[config.mk]
export PLATFORM = sky130hd
export DESIGN_NAME = instruction_decode_queue
export DESIGN_NICKNAME = d
export VERILOG_FILES = /design/src/rtl/instruction_decode_queue_pkg.sv /design/src/rtl/instruction_decode_queue_decoder.sv /design/src/rtl/instruction_decode_queue.sv
export SDC_FILE = /design/constraint.sdc
export NUM_CORES = 1
export LEC_CHECK = 0
export BUFFER_PORTS_ARGS = -buffer_cell sky130_fd_sc_hd__buf_2
export CORE_MARGIN = 5
export CORE_UTILIZATION = 31
export CTS_BUF_LIST = sky130_fd_sc_hd__clkbuf_4 sky130_fd_sc_hd__clkbuf_8
export CTS_CLUSTER_DIAMETER = 200
export CTS_CLUSTER_SIZE = 12
export DETAILED_ROUTE_END_ITERATION = 8
export PLACE_DENSITY_LB_ADDON = 0.1
export SYNTH_ARGS = -nofsm -noshare
export SYNTH_HDL_FRONTEND = slang
export SYNTH_SLANG_ARGS = --single-unit
[constraint.sdc]
create_clock -name clk -period 34.1 [get_ports clk]
set_input_delay 6.82 -clock clk [delete_from_list [all_inputs] [get_ports clk]]
set_output_delay 6.82 -clock clk [all_outputs]
set_load 0.1 [all_outputs]
[src/rtl/instruction_decode_queue_pkg.sv]
// Shared decode types: IFD/IX payloads, opcodes, operation enums and queue entry.
// Used by instruction_decoder and instruction_decode_queue (DECODE_ILLEGAL_TRAP_EN aware).
package defines;

    localparam int unsigned XLEN = 32;

    localparam logic [6:0] OPC_LUI      = 7'b0110111;
    localparam logic [6:0] OPC_AUIPC    = 7'b0010111;
    localparam logic [6:0] OPC_JAL      = 7'b1101111;
    localparam logic [6:0] OPC_JALR     = 7'b1100111;
    localparam logic [6:0] OPC_BRANCH   = 7'b1100011;
    localparam logic [6:0] OPC_LOAD     = 7'b0000011;
    localparam logic [6:0] OPC_STORE    = 7'b0100011;
    localparam logic [6:0] OPC_OP_IMM   = 7'b0010011;
    localparam logic [6:0] OPC_OP       = 7'b0110011;
    localparam logic [6:0] OPC_MISC_MEM = 7'b0001111;
    localparam logic [6:0] OPC_SYSTEM   = 7'b1110011;

    // CSRs that address the data cache and therefore execute in the LSU
    localparam logic [11:0] CSR_REG_DCACHE_FLUSH = 12'h7C0;
    localparam logic [11:0] CSR_REG_DCACHE_INV   = 12'h7C1;

    // Low three bits follow funct3; bit 3 selects the funct7[5] alternate
    typedef enum logic [3:0] {
        ALU_ADD   = 4'd0,  ALU_SLL   = 4'd1,  ALU_SLT  = 4'd2,  ALU_SLTU = 4'd3,
        ALU_XOR   = 4'd4,  ALU_SRL   = 4'd5,  ALU_OR   = 4'd6,  ALU_AND  = 4'd7,
        ALU_SUB   = 4'd8,  ALU_LUI   = 4'd9,  ALU_AUIPC = 4'd10, ALU_JAL = 4'd11,
        ALU_JALR  = 4'd12, ALU_SRA   = 4'd13, ALU_BR   = 4'd14, ALU_CSR  = 4'd15
    } alu_op_e;

    typedef enum logic [1:0] {MUL_MUL, MUL_MULH, MUL_MULHSU, MUL_MULHU} mul_op_e;
    typedef enum logic [1:0] {DIV_DIV, DIV_DIVU, DIV_REM, DIV_REMU} div_op_e;

    typedef enum logic [2:0] {
        IMM_NONE, IMM_I, IMM_S, IMM_B, IMM_U, IMM_J, IMM_SH
    } imm_type_e;

    typedef enum logic [3:0] {
        EXE_PIPE_INVALID = 4'b0000,
        EXE_PIPE_ALU     = 4'b0001,
        EXE_PIPE_MUL     = 4'b0010,
        EXE_PIPE_DIV     = 4'b0100,
        EXE_PIPE_LSU     = 4'b1000
    } exe_pipe_e;

    typedef struct packed {
        logic [XLEN-1:0] instr;
        logic [XLEN-1:0] pc;
        logic [XLEN-1:0] pc_inc;
    } ifd_id_inf_t;

    typedef struct packed {
        logic [XLEN-1:0] pc;
        logic [XLEN-1:0] pc_inc;
        logic [4:0]      a1;
        logic [4:0]      a2;
        logic [4:0]      rd;
        logic [XLEN-1:0] imm_ext;
        imm_type_e       imm_type;
        exe_pipe_e       exe_pipe;
        alu_op_e         alu_op;
        mul_op_e         mul_op;
        div_op_e         div_op;
        logic [2:0]      funct3;
        logic            register_write;
    } id_ix_inf_t;

    typedef struct packed {
        id_ix_inf_t inf;
        logic       illegal;
    } id_queue_entry_t;

    function automatic alu_op_e alu_from_f3(input logic [2:0] f3, input logic alt);
        return alu_op_e'({alt && (f3 == 3'b000 || f3 == 3'b101), f3});
    endfunction

endpackage

[src/rtl/instruction_decode_queue_decoder.sv]
// Combinational RV32IM decoder; pc/pc_inc are left zero for the queue to fill.
// DECODE_ILLEGAL_TRAP_EN: report unrecognised encodings through the illegal bit.
module instruction_decoder
    import defines::*;
(
    input  logic [XLEN-1:0] instr,
    output id_queue_entry_t entry
);

    logic [6:0]      w_opc;
    logic [2:0]      w_f3;
    logic [6:0]      w_f7;
    logic [XLEN-1:0] w_imm_i;
    logic [XLEN-1:0] w_imm_s;
    logic [XLEN-1:0] w_imm_b;
    logic [XLEN-1:0] w_imm_u;
    logic [XLEN-1:0] w_imm_j;
    logic [XLEN-1:0] w_imm_sh;
    logic            w_bad;
    logic            w_has_rd;
    exe_pipe_e       w_pipe;

    assign w_opc    = instr[6:0];
    assign w_f3     = instr[14:12];
    assign w_f7     = instr[31:25];
    assign w_imm_i  = {{20{instr[31]}}, instr[31:20]};
    assign w_imm_s  = {{20{instr[31]}}, instr[31:25], instr[11:7]};
    assign w_imm_b  = {{19{instr[31]}}, instr[31], instr[7], instr[30:25], instr[11:8], 1'b0};
    assign w_imm_u  = {instr[31:12], 12'b0};
    assign w_imm_j  = {{11{instr[31]}}, instr[31], instr[19:12], instr[20], instr[30:21], 1'b0};
    assign w_imm_sh = {27'b0, instr[24:20]};

    always_comb begin
        entry    = '0;
        w_bad    = 1'b0;
        w_has_rd = 1'b0;
        w_pipe   = EXE_PIPE_ALU;
        entry.inf.funct3 = w_f3;
        case (w_opc)
            OPC_LUI, OPC_AUIPC: begin
                w_has_rd = 1'b1;
                entry.inf.rd       = instr[11:7];
                entry.inf.imm_type = IMM_U;
                entry.inf.imm_ext  = w_imm_u;
                entry.inf.alu_op   = (w_opc == OPC_LUI) ? ALU_LUI : ALU_AUIPC;
            end
            OPC_JAL: begin
                w_has_rd = 1'b1;
                entry.inf.rd       = instr[11:7];
                entry.inf.imm_type = IMM_J;
                entry.inf.imm_ext  = w_imm_j;
                entry.inf.alu_op   = ALU_JAL;
            end
            OPC_JALR, OPC_LOAD, OPC_SYSTEM: begin
                w_has_rd = 1'b1;
                entry.inf.a1       = instr[19:15];
                entry.inf.rd       = instr[11:7];
                entry.inf.imm_type = IMM_I;
                entry.inf.imm_ext  = w_imm_i;
                entry.inf.alu_op   = (w_opc == OPC_JALR) ? ALU_JALR :
                                     (w_opc == OPC_SYSTEM) ? ALU_CSR : ALU_ADD;
                if (w_opc == OPC_LOAD ||
                    (w_opc == OPC_SYSTEM && (instr[31:20] == CSR_REG_DCACHE_FLUSH ||
                                             instr[31:20] == CSR_REG_DCACHE_INV)))
                    w_pipe = EXE_PIPE_LSU;
            end
            OPC_BRANCH, OPC_STORE: begin
                entry.inf.a1       = instr[19:15];
                entry.inf.a2       = instr[24:20];
                entry.inf.imm_type = (w_opc == OPC_BRANCH) ? IMM_B : IMM_S;
                entry.inf.imm_ext  = (w_opc == OPC_BRANCH) ? w_imm_b : w_imm_s;
                entry.inf.alu_op   = (w_opc == OPC_BRANCH) ? ALU_BR : ALU_ADD;
                if (w_opc == OPC_STORE)
                    w_pipe = EXE_PIPE_LSU;
            end
            OPC_OP_IMM: begin
                w_has_rd = 1'b1;
                entry.inf.a1 = instr[19:15];
                entry.inf.rd = instr[11:7];
                if (w_f3 == 3'b001 || w_f3 == 3'b101) begin
                    entry.inf.imm_type = IMM_SH;
                    entry.inf.imm_ext  = w_imm_sh;
                    entry.inf.alu_op   = alu_from_f3(w_f3, instr[30]);
                end else begin
                    entry.inf.imm_type = IMM_I;
                    entry.inf.imm_ext  = w_imm_i;
                    entry.inf.alu_op   = alu_from_f3(w_f3, 1'b0);
                end
            end
            OPC_OP: begin
                w_has_rd = 1'b1;
                entry.inf.a1 = instr[19:15];
                entry.inf.a2 = instr[24:20];
                entry.inf.rd = instr[11:7];
                if (w_f7 == 7'h01) begin
                    w_pipe = w_f3[2] ? EXE_PIPE_DIV : EXE_PIPE_MUL;
                    entry.inf.mul_op = mul_op_e'(w_f3[1:0]);
                    entry.inf.div_op = div_op_e'(w_f3[1:0]);
                end else if (w_f7 == 7'h00) begin
                    entry.inf.alu_op = alu_from_f3(w_f3, 1'b0);
                end else if (w_f7 == 7'h20 && (w_f3 == 3'b000 || w_f3 == 3'b101)) begin
                    entry.inf.alu_op = alu_from_f3(w_f3, 1'b1);
                end else begin
                    w_bad = 1'b1;
                end
            end
            OPC_MISC_MEM: begin
                // fence.i runs in the ALU; a plain fence needs no execution unit
                if (w_f3 == 3'b000)
                    w_pipe = EXE_PIPE_INVALID;
                else if (w_f3 != 3'b001)
                    w_bad = 1'b1;
            end
            default: w_bad = 1'b1;
        endcase

        if (w_bad)
            w_pipe = EXE_PIPE_INVALID;
        entry.inf.exe_pipe       = w_pipe;
        entry.inf.register_write = w_has_rd && (entry.inf.rd != 5'd0) &&
                                   (w_pipe != EXE_PIPE_INVALID);
`ifdef DECODE_ILLEGAL_TRAP_EN
        entry.illegal = w_bad;
`else
        entry.illegal = 1'b0;
`endif
    end

endmodule

[src/rtl/instruction_decode_queue.sv]
// Decode stage: decodes one instruction per cycle into a DEPTH-entry FIFO toward IX.
// DECODE_ILLEGAL_TRAP_EN: store a per-entry illegal bit and expose it on id_illegal.
module instruction_decode_queue
    import defines::*;
#(
    parameter int unsigned QUEUE_DEPTH = 4,
    parameter int unsigned CNT_W       = $clog2(QUEUE_DEPTH + 1)
) (
    input  logic             clk,
    input  logic             rst,
    input  logic             wb_do_branch,
    input  logic             ifd_valid,
    input  ifd_id_inf_t      ifd_id_inf,
    output logic             ifd_ready,
    output logic             id_valid,
    output id_ix_inf_t       id_ix_inf,
    input  logic             ix_ready,
    output logic             id_illegal,
    output logic [CNT_W-1:0] queue_count
);

    localparam int unsigned PTR_W = $clog2(QUEUE_DEPTH);

    id_queue_entry_t  w_dec;
    id_ix_inf_t       w_wr_inf;
    logic             w_enq;
    logic             w_deq;
    logic [PTR_W-1:0] r_wr_ptr;
    logic [PTR_W-1:0] r_rd_ptr;
    logic [CNT_W-1:0] r_count;
    id_ix_inf_t       r_mem [QUEUE_DEPTH];

    instruction_decoder u_decoder (
        .instr (ifd_id_inf.instr),
        .entry (w_dec)
    );

    always_comb begin
        w_wr_inf        = w_dec.inf;
        w_wr_inf.pc     = ifd_id_inf.pc;
        w_wr_inf.pc_inc = ifd_id_inf.pc_inc;
    end

    assign ifd_ready   = (r_count != CNT_W'(QUEUE_DEPTH));
    assign id_valid    = (r_count != CNT_W'(0));
    assign w_enq       = ifd_valid && ifd_ready;
    assign w_deq       = id_valid && ix_ready;
    assign queue_count = r_count;
    assign id_ix_inf   = r_mem[r_rd_ptr];

    // Flush rewinds pointers and count only; stale entry contents are harmless
    always_ff @(posedge clk or posedge rst) begin
        if (rst) begin
            r_wr_ptr <= '0;
            r_rd_ptr <= '0;
            r_count  <= '0;
            for (int i = 0; i < QUEUE_DEPTH; i++)
                r_mem[i] <= '0;
        end else if (wb_do_branch) begin
            r_wr_ptr <= '0;
            r_rd_ptr <= '0;
            r_count  <= '0;
        end else begin
            if (w_enq) begin
                r_mem[r_wr_ptr] <= w_wr_inf;
                r_wr_ptr        <= r_wr_ptr + PTR_W'(1);
            end
            if (w_deq)
                r_rd_ptr <= r_rd_ptr + PTR_W'(1);
            if (w_enq && !w_deq)
                r_count <= r_count + CNT_W'(1);
            else if (!w_enq && w_deq)
                r_count <= r_count - CNT_W'(1);
        end
    end

`ifdef DECODE_ILLEGAL_TRAP_EN
    logic r_ill [QUEUE_DEPTH];

    always_ff @(posedge clk or posedge rst) begin
        if (rst) begin
            for (int i = 0; i < QUEUE_DEPTH; i++)
                r_ill[i] <= 1'b0;
        end else if (!wb_do_branch && w_enq) begin
            r_ill[r_wr_ptr] <= w_dec.illegal;
        end
    end

    assign id_illegal = r_ill[r_rd_ptr];
`else
    logic w_unused_illegal;
    assign w_unused_illegal = w_dec.illegal;
    assign id_illegal       = 1'b0;
`endif

endmodule

==> results.toml, run 1 <==
[outcome]
outcome = "finished clean"

[pwr]
p_leak_nw = 12.4
ir_drop_uv = 75.4
p_sw_w = 0.00119
p_seq_share_pct = 38.0
power_frac_comb_pct = 47.3
switching_share_pct = 49.9
p_int_w = 0.00119
pwr-share-clk_pct = 14.7
power_density_mw_per_mm2 = 93.0

[synthesis]
syn_nets = 2401
synth_top_area_share_pct = 56.7
synth_warnings = 0
syn_area_sq_mm = 0.0229
synth-seq-cells = 519
async_flop_share_pct = 100
ys_top_cells_by_count = "nand2_1 (1052), dfrtp_1 (519), o21ai_0 (196)"
synth_top_cells_by_area = "dfrtp_1 (57%), nand2_1 (17%), mux4_2 (13%)"
synth_largest_area_cell = "dfrtp_1"
synthCells = 2295
syn_area_per_cell_sq_um = 9.97
synth_cell_types = 59
ys.flop_type = "dfrtp_1"
ys_seq_area_share_pct = 56.7
synth_edf_count = 0
yosysMostFrequentCell = "nand2_1"

[timing]
finalMaxSlewViolations = 0
slew_headroom_pct = 28.3
tns_ps = 0
hold_viol_final = 0
setup_viol = 0
finalCriticalPeriod_ps = 10270
rsz0062_at_grt = "no"
max_freq_ghz = 0.0974
min_period_over_period_pct = 30.1
fin_skew_ps = 40.6
hold_slack_ps = 472
worst_pin_slew_ps = 1060

[clock_network]
clk_latency_ps = 680
cts_tree = "yes"
cts_resized = 0
cts-root-buf = "clkbuf_8"
cts_setup_buffers = 0
h-tree-depth = 2
clock_sinks = 519
cts_made_buffers = 49
clk_path_buf_depth = 3
postCtsHoldBufs = 0
cts.reportedPaths.clkPinSlew_ps = 90

[floorplanning]
rows = 99
ios = 237
initial_utilization_pct = 31.3
die-area_sq_mm = 0.0794
core_area_sq_mm = 0.0731
die_h_um = 282
die_x_um = 282

[detailed_routing]
drc = 0
vias = 17017
ant_nets = 0
avgViaCountPerCell = 4.98
wirelength_mm = 73.1
wire_per_inst_um = 21.4
dr.pass1.iters = 5
drt_iter0_markers = 1211

[job]
maxCapViolations = 0

[worst_setup_path]
r2r-end = "r_mem[49]$_DFFE_PP0P_"
startpoint_type = "flop"
rr_worst_depth = 6
r2r-start = "queue_count[2]$_DFFE_PP0P_"
crit_start = "r_rd_ptr[0]$_DFFE_PP0P_"
critPathCaptureType = "output port"
r2r_slack_ps = 30800
path_max_fanout = 90
critical_path_required_ps = 27280
crit_type = "reg -> out"
cp.arrival_ps = 3450
crit_end = "id_ix_inf[59]"

[placement]
hpwl_mm = 44.6
place_congestion = 0.785
port_buffers = 235

[global_route]
grt_pass1_wl_mm = 112
grt_use_total_pct = 18.3
grt_max_degree = 130
antenna_found_initial = 13
grt_overflow = 0
grt_pass1_vias = 17864

[layout]
nets = 2554
area_growth_pct = 11.9
layout-drive-gt1-share_pct = 18.9

[min_path]
hold_path_class = "reg -> reg"
[registers in the layout, indices dropped and copies added, names as in the netlist]
register	cells
r_mem	512
r_rd_ptr	2
r_wr_ptr	2
queue_count	3
[worst min-delay path by stage]
stage	startpoint	endpoint	cells after the start
2_1_floorplan	r_mem[196]$_DFFE_PP0P_	r_mem[196]$_DFFE_PP0P_	2
3_3_place_gp	r_mem[243]$_DFFE_PP0P_	r_mem[243]$_DFFE_PP0P_	2
3_5_place_dp	r_mem[245]$_DFFE_PP0P_	r_mem[245]$_DFFE_PP0P_	2
4_1_cts	r_mem[245]$_DFFE_PP0P_	r_mem[245]$_DFFE_PP0P_	2
5_1_grt	r_mem[360]$_DFFE_PP0P_	r_mem[360]$_DFFE_PP0P_	2
6_report	r_mem[79]$_DFFE_PP0P_	r_mem[79]$_DFFE_PP0P_	2
[layout make-up]
cell class / instances / area (sq um)
diodes: 7 / 17.5
clock buffers: 51 / 689
clock inverters: 3 / 26.3
fillers: 7446 / 47500
inverters: 9 / 41.3
multi-input cells: 1611 / 9280
flip-flops and latches: 519 / 13000
well taps: 959 / 1200
repair buffers: 258 / 1360
[per-stage QoR]
| stage | instance area (sq um) | util, % | power (W) | instances | setup slack (ps) |
|---|---|---|---|---|---|
| floorplan | 22900 | - | 0.00183 | 2295 | 12780 |
| global placement | 24900 | 34.0 | 0.00205 | 3356 | 24370 |
| detailed placement | 24900 | 34.0 | 0.00206 | 3356 | 24370 |
| CTS | 25600 | 35.0 | 0.00242 | 3410 | 23630 |
| global route | 25600 | 35.0 | 0.00251 | 3414 | 23510 |
| finish | 25600 | 35.0 | 0.00238 | 3417 | 23830 |
[cells in the final DEF, fill, tap and decap left out, drive strengths merged, types with 6 or more instances in the layout]
cell type  synthesis  final
diode              0      7
xnor2              6      6
dfrtp            519    519
o21ai            196    196
a21oi             61     61
nand3              7      7
nor2              67     67
and2               8      8
mux4             128    128
buf               58    258
inv                9     10
a22oi              6      6
nand2           1052   1052
clkbuf            98     51
mux2               9      9
[critical path, stage by stage (launching register included)]
cell and delay (ps):
dfrtp_4 1080, buf_12 710, mux4_2 630, buf_2 320
[routing by layer]
layer,vias up,GRT usage (%),wire length [um]
met5,-,0,86
met2,451,29.7,34500
li1,7854,-,-
met4,10,5.39,2090
met3,128,3.85,4130
met1,8574,25.1,32300
[logic make-up (layout without fill, tap and decap cells)]
kind of cell / after synthesis / in the layout / share of synthesized area [%]
xor gates and xnor gates: 9 / 9 / 0.344
and+or+nand+nor: 1173 / 1173 / 20.0
AOI/OAI and AO/OA: 286 / 286 / 6.63
buffers and inverters: 165 / 321 / 2.91
adders and majority gates: 5 / 5 / 0.306
DFF: 519 / 519 / 56.7
muxes: 137 / 137 / 13.1
other: 1 / 8 / 0.0164
[power groups by stage]
stage               combinational [W]  clock, W  sequential, W
finish                        0.00113  0.000349       0.000906
global route                  0.00120  0.000388       0.000930
CTS                           0.00114  0.000369       0.000907
detailed placement            0.00114         0       0.000918
global placement              0.00113         0       0.000917
floorplan                    0.000956         0       0.000877
Note: power is estimated with default switching activity, not from simulation.
==> run 2, diff against run 1 <==
--- a/config.mk
+++ b/config.mk
@@ -5,6 +5,7 @@
 export SDC_FILE = /design/constraint.sdc
 export NUM_CORES = 1
 export LEC_CHECK = 0
+export ABC_AREA = 1
 export BUFFER_PORTS_ARGS = -buffer_cell sky130_fd_sc_hd__buf_2
 export CORE_MARGIN = 5
 export CORE_UTILIZATION = 31
==> constraint.sdc (replaced) <==
create_clock -name clk -period 8.5 [get_ports clk]
set_input_delay 1.7 -clock clk [delete_from_list [all_inputs] [get_ports clk]]
set_output_delay 1.7 -clock clk [all_outputs]
set_load 0.1 [all_outputs]
==> run 2 against run 1 <==
Total power rose to 4.0 times the previous value; critical path depth rose by 2; routed wire length grew 8.3%; setup slack worse by 21000 ps; global-route usage grew 0.61 points; sequential power rose to 3.8 times the previous value; clock power rose to 4.0 times the previous value; hold slack better by 5.3 ps; final cell count up 17%; clock skew fell by 2.7 ps; clock-buffer cell count up 1; non-clock buffer count up 1; highest routed layer unchanged.
==> results.toml, run 2 <==
[global_route]
grt_pass1_wl_mm = 122
grt_use_total_pct = 19.0
grt_max_degree = 175
antenna_found_initial = 4
grt_pass1_vias = 20043
grt_overflow = 0

[floorplanning]
die-area_sq_mm = 0.0811
rows = 100
ios = 237
die_x_um = 285
core_area_sq_mm = 0.0747
die_h_um = 285
initial_utilization_pct = 31.3

[synthesis]
synth-seq-cells = 519
synthCells = 2913
ys.flop_type = "dfrtp_1"
yosysMostFrequentCell = "nand2_1"
synth_top_area_share_pct = 55.5
synth_cell_types = 31
synth_largest_area_cell = "dfrtp_1"
synth_warnings = 0
syn_area_per_cell_sq_um = 8.04
async_flop_share_pct = 100
syn_nets = 3019
ys_seq_area_share_pct = 55.5
synth_top_cells_by_area = "dfrtp_1 (55%), nand2_1 (16%), o21ai_0 (12%)"
synth_edf_count = 0
ys_top_cells_by_count = "nand2_1 (970), o21ai_0 (582), dfrtp_1 (519)"
syn_area_sq_mm = 0.0234

[timing]
min_period_over_period_pct = 68.2
setup_viol = 0
rsz0062_at_grt = "no"
finalMaxSlewViolations = 0
max_freq_ghz = 0.172
fin_skew_ps = 37.9
tns_ps = 0
worst_pin_slew_ps = 1230
finalCriticalPeriod_ps = 5800
hold_viol_final = 0
slew_headroom_pct = 17.7

[worst_setup_path]
path_max_fanout = 81
cp.arrival_ps = 4100
crit_type = "reg -> out"
startpoint_type = "flop"
critical_path_required_ps = 6800
critPathCaptureType = "output port"

[clock_network]
h-tree-depth = 2
clk_latency_ps = 670
clk_path_buf_depth = 3
cts_setup_buffers = 0
cts-root-buf = "clkbuf_8"
cts_tree = "yes"
cts.reportedPaths.clkPinSlew_ps = 90
cts_made_buffers = 49
clock_sinks = 519
postCtsHoldBufs = 0
cts_resized = 0

[detailed_routing]
dr.pass1.iters = 5
ant_nets = 0
drt_iter0_markers = 1547
wirelength_mm = 79.2
avgViaCountPerCell = 5.01
wire_per_inst_um = 19.8
drc = 0
vias = 20051

[outcome]
outcome = "finished clean"

[placement]
hpwl_mm = 45.9
port_buffers = 235
dp.cells = 3943
place_congestion = 0.862

[layout]
layout-drive-gt1-share_pct = 11.9
fillCellCount = 7836
layout_common_cells = "nand2_1 (970), o21ai_0 (582), dfrtp_1 (517)"
largest_reg_flops = 512
final_common_cell = "nand2_1"
fin_cells = 4000
nets = 3131
area_growth_pct = 10.9
regMostFlops = "r_mem"

[min_path]
hold_path_class = "reg -> reg"

[pwr]
p_leak_nw = 13.4
ir_drop_uv = 406
power_density_mw_per_mm2 = 368

[job]
maxCapViolations = 0
==> run 2: cell type report <==
type	instances	area, sq um	area share, %
diodes	3	7.51	0.0289
clock buffers	52	709	2.73
clock inverters	2	18.8	0.0723
inverters	125	483	1.86
multi-input cells	2071	9150	35.3
flip-flops and latches	519	13000	50.1
well taps	969	1210	4.67
repair buffers	259	1380	5.32
==> run 2: per-stage QoR <==
stage | power [W] | hold slack, ps | setup WS, ps | cell area (sq um) | utilization [%]
2_1_floorplan | 0.00726 | 444 | -250 | 23400 | -
3_3_place_gp | 0.00820 | 458 | 3340 | 25200 | 33.8
3_5_place_dp | 0.00823 | 460 | 3320 | 25200 | 33.8
4_1_cts | 0.00969 | 483 | 2560 | 26000 | 34.7
5_1_grt | 0.0101 | 498 | 2430 | 26000 | 34.8
6_report | 0.00956 | 478 | 2700 | 26000 | 34.8
==> run 2: kinds of logic after synthesis <==
kind of cell | count (synthesis) | share of synthesized area [%]
and+or+nand+nor | 1323 | 21.7
AOI/OAI and AO/OA | 739 | 16.8
DFF | 519 | 55.5
buffers and inverters | 323 | 5.65
adders and majority gates | 5 | 0.299
xor gates and xnor gates | 3 | 0.112
other | 1 | 0.0160
==> run 2: worst max-delay path: stages, from the launching register on <==
cell     delay, ps
dfrtp_4        780
inv_4          930
buf_4          660
o21ai_0        210
o22ai_1        350
buf_2          510
==> run 2: path summary, 6_finish.rpt <==
| kind | from | endpoint | slack [ps] | cells past startpoint |
|---|---|---|---|---|
| min in group asynchronous | rst | r_mem[321]$_DFFE_PP0P_ | 1150 | 2 |
| worst min-delay path | r_mem[308]$_DFFE_PP0P_ | r_mem[308]$_DFFE_PP0P_ | 480 | 2 |
| worst max register to register | queue_count[0]$_DFFE_PP0P_ | r_mem[322]$_DFFE_PP0P_ | 4890 | 8 |
| worst max-delay path | r_rd_ptr[1]$_DFFE_PP0P_ | id_ix_inf[0] | 2700 | 5 |
| max in group asynchronous | rst | r_mem[150]$_DFFE_PP0P_ | 5340 | 4 |
| worst min register to register | r_mem[308]$_DFFE_PP0P_ | r_mem[308]$_DFFE_PP0P_ | 480 | 2 |
==> run 2: power by group <==
part | switching (W) | internal (W) | leakage [nW]
Clock | 0.000872 | 0.000542 | 0.378
Sequential | 0.000373 | 0.00307 | 6.93
Combinational | 0.00388 | 0.000817 | 6.09
==> run 2: layer usage <==
metal | track usage [%] | vias to the layer above | part of all wire (%)
li1 | - | 9597 | -
met1 | 26.7 | 9858 | 47
met2 | 30.5 | 497 | 46
met3 | 3.14 | 97 | 4.5
met4 | 4.93 | 2 | 2.4
met5 | 0 | - | 0.016
==> run 3, diff against run 2 <==
--- a/config.mk
+++ b/config.mk
@@ -5,7 +5,7 @@
 export SDC_FILE = /design/constraint.sdc
 export NUM_CORES = 1
 export LEC_CHECK = 0
-export ABC_AREA = 1
+export ABC_AREA = 0
 export BUFFER_PORTS_ARGS = -buffer_cell sky130_fd_sc_hd__buf_2
 export CORE_MARGIN = 5
 export CORE_UTILIZATION = 31
==> constraint.sdc (replaced) <==
create_clock -name clk -period 5.18 [get_ports clk]
set_input_delay 1.036 -clock clk [delete_from_list [all_inputs] [get_ports clk]]
set_output_delay 1.036 -clock clk [all_outputs]
set_load 0.1 [all_outputs]
==> run 3 against run 2 <==
Routed wire length is 8.9% lower; setup slack got worse by 1600 ps; sequential share of layout area increased by 0.35 points; clock skew shrank 20 ps; flip-flop and latch count stayed put; hold slack got worse by 5.2 ps; highest routed layer unchanged; largest power group unchanged; design area shrank 0.69%; via count is 16% lower; first-iteration DRC count fell by 25%; register-to-register slack got worse by 2900 ps; clock-buffer cell count unchanged.
==> results.toml, run 3 (synthesized netlist as in run 1, its figures left out) <==
[worst_setup_path]
cp_num_buf_inv = 2
path_max_fanout = 40
crit_family = "flip-flops"
startpoint_type = "flop"
critPathCaptureType = "output port"
slowest_delay_ps = 960
cp.arrival_ps = 3030
worstPathCellList = "buf_12 -> mux4_2 -> buf_2"
critical_path_required_ps = 4140
cpMaxStageDelayCell = "dfrtp_4"
r2r_slack_ps = 1950
crit_type = "reg -> out"

[layout]
regMostFlops = "r_mem"
fillCellCount = 7508
nets = 2556
final_common_cell = "nand2_1"
layout-drive-gt1-share_pct = 19.0
utilization_pct = 35.3
area_growth_pct = 12.6
largest_reg_flops = 512
layout_common_cells = "nand2_1 (1048), dfrtp_1 (517), buf_2 (235)"

[floorplanning]
core_area_sq_mm = 0.0731
initial_utilization_pct = 31.3
rows = 99
die-area_sq_mm = 0.0794
die_h_um = 282
die_x_um = 282
ios = 237

[pwr]
p_sw_w = 0.00783
power_density_mw_per_mm2 = 611
switching_share_pct = 49.7
ir_drop_uv = 909
p_leak_nw = 12.4
p_int_w = 0.00792
finalPower_w = 0.0158
pwr-share-clk_pct = 14.6
p_seq_share_pct = 37.5
power_frac_comb_pct = 47.9

[detailed_routing]
ant_nets = 0
drt_iter0_markers = 1153
dr.pass1.iters = 5
wire_per_inst_um = 21.1
vias = 16754
drc = 0
avgViaCountPerCell = 4.90
wirelength_mm = 72.1

[placement]
place_congestion = 0.804
pre_cts_slack_ps = 1380
port_buffers = 235
hpwl_mm = 43.9

[clock_network]
clk_path_buf_depth = 3
cts_resized = 0
cts_setup_buffers = 0
cts_tree = "yes"
cts.reportedPaths.clkPinSlew_ps = 90
h-tree-depth = 2
clock_sinks = 519
clk_latency_ps = 650
cts_made_buffers = 49
postCtsHoldBufs = 0
cts-root-buf = "clkbuf_8"

[outcome]
outcome = "finished clean"

[timing]
slew_headroom_pct = 29.4
worst_pin_slew_ps = 1060
min_period_over_period_pct = 78.5
setup_ws_ps = 1110
finalCriticalPeriod_ps = 4070
rsz0062_at_grt = "no"
hold_viol_final = 0
fin_skew_ps = 17.8
hold_slack_ps = 473
setup_viol = 0
max_freq_ghz = 0.246
tns_ps = 0
finalMaxSlewViolations = 0

[global_route]
grt_max_degree = 164
grt_pass1_vias = 17776
grt_overflow = 0
grt_pass1_wl_mm = 112
antenna_found_initial = 10
grt_use_total_pct = 18.2

[min_path]
hold_path_class = "reg -> reg"

[job]
maxCapViolations = 0
run 3: tightest hold or removal path: cells and delay by family (launching register included):
family	cells	cell delay, ps
flip-flops	1	340
AND/OR/NAND/NOR	2	100
run 3: worst paths after layout:
| kind | startpoint | cells after the start | endpoint |
|---|---|---|---|
| setup / recovery | r_rd_ptr[0]$_DFFE_PP0P_ | 3 | id_ix_inf[15] |
| hold / removal | r_mem[116]$_DFFE_PP0P_ | 2 | r_mem[116]$_DFFE_PP0P_ |
| setup reg to reg | queue_count[2]$_DFFE_PP0P_ | 6 | r_mem[439]$_DFFE_PP0P_ |
| hold reg to reg | r_mem[116]$_DFFE_PP0P_ | 2 | r_mem[116]$_DFFE_PP0P_ |
| max in group asynchronous | rst | 3 | r_mem[151]$_DFFE_PP0P_ |
| min in group asynchronous | rst | 2 | r_mem[462]$_DFFE_PP0P_ |
run 3: metrics by stage:
step | cells | instance area, sq um
2_1_floorplan | 2295 | 22900
3_3_place_gp | 3358 | 25000
3_5_place_dp | 3358 | 25000
4_1_cts | 3412 | 25800
5_1_grt | 3414 | 25800
6_report | 3417 | 25800
run 3: layer usage:
| layer | track usage (%) | share of wire (%) | up-vias |
|---|---|---|---|
| met5 | 0 | 0.067 | - |
| met4 | 5.02 | 2.5 | 8 |
| met3 | 3.28 | 4.6 | 102 |
| met2 | 30.1 | 48 | 375 |
| met1 | 25.0 | 45 | 8431 |
| li1 | - | - | 7838 |
run 3: power by group through the flow:
| stage | registers, W | logic (W) | clock network, W |
|---|---|---|---|
| 2_1_floorplan | 0.00578 | 0.00630 | 0 |
| 3_3_place_gp | 0.00594 | 0.00760 | 0 |
| 5_1_grt | 0.00606 | 0.00802 | 0.00259 |
| 3_5_place_dp | 0.00598 | 0.00767 | 0 |
| 6_report | 0.00590 | 0.00755 | 0.00231 |
| 4_1_cts | 0.00591 | 0.00767 | 0.00246 |
run 3: final cells by class:
| cell class | instances | area, sq um | share of cell area [%] |
|---|---|---|---|
| tap | 959 | 1200 | 4.65 |
| sequential | 519 | 13000 | 50.4 |
| multi-input combinational | 1611 | 9280 | 36.0 |
| inverter | 9 | 37.5 | 0.146 |
| clock buffer | 52 | 709 | 2.75 |
| antenna | 5 | 12.5 | 0.0485 |
| clock inverter | 2 | 18.8 | 0.0728 |
| timing repair buffer | 260 | 1530 | 5.92 |
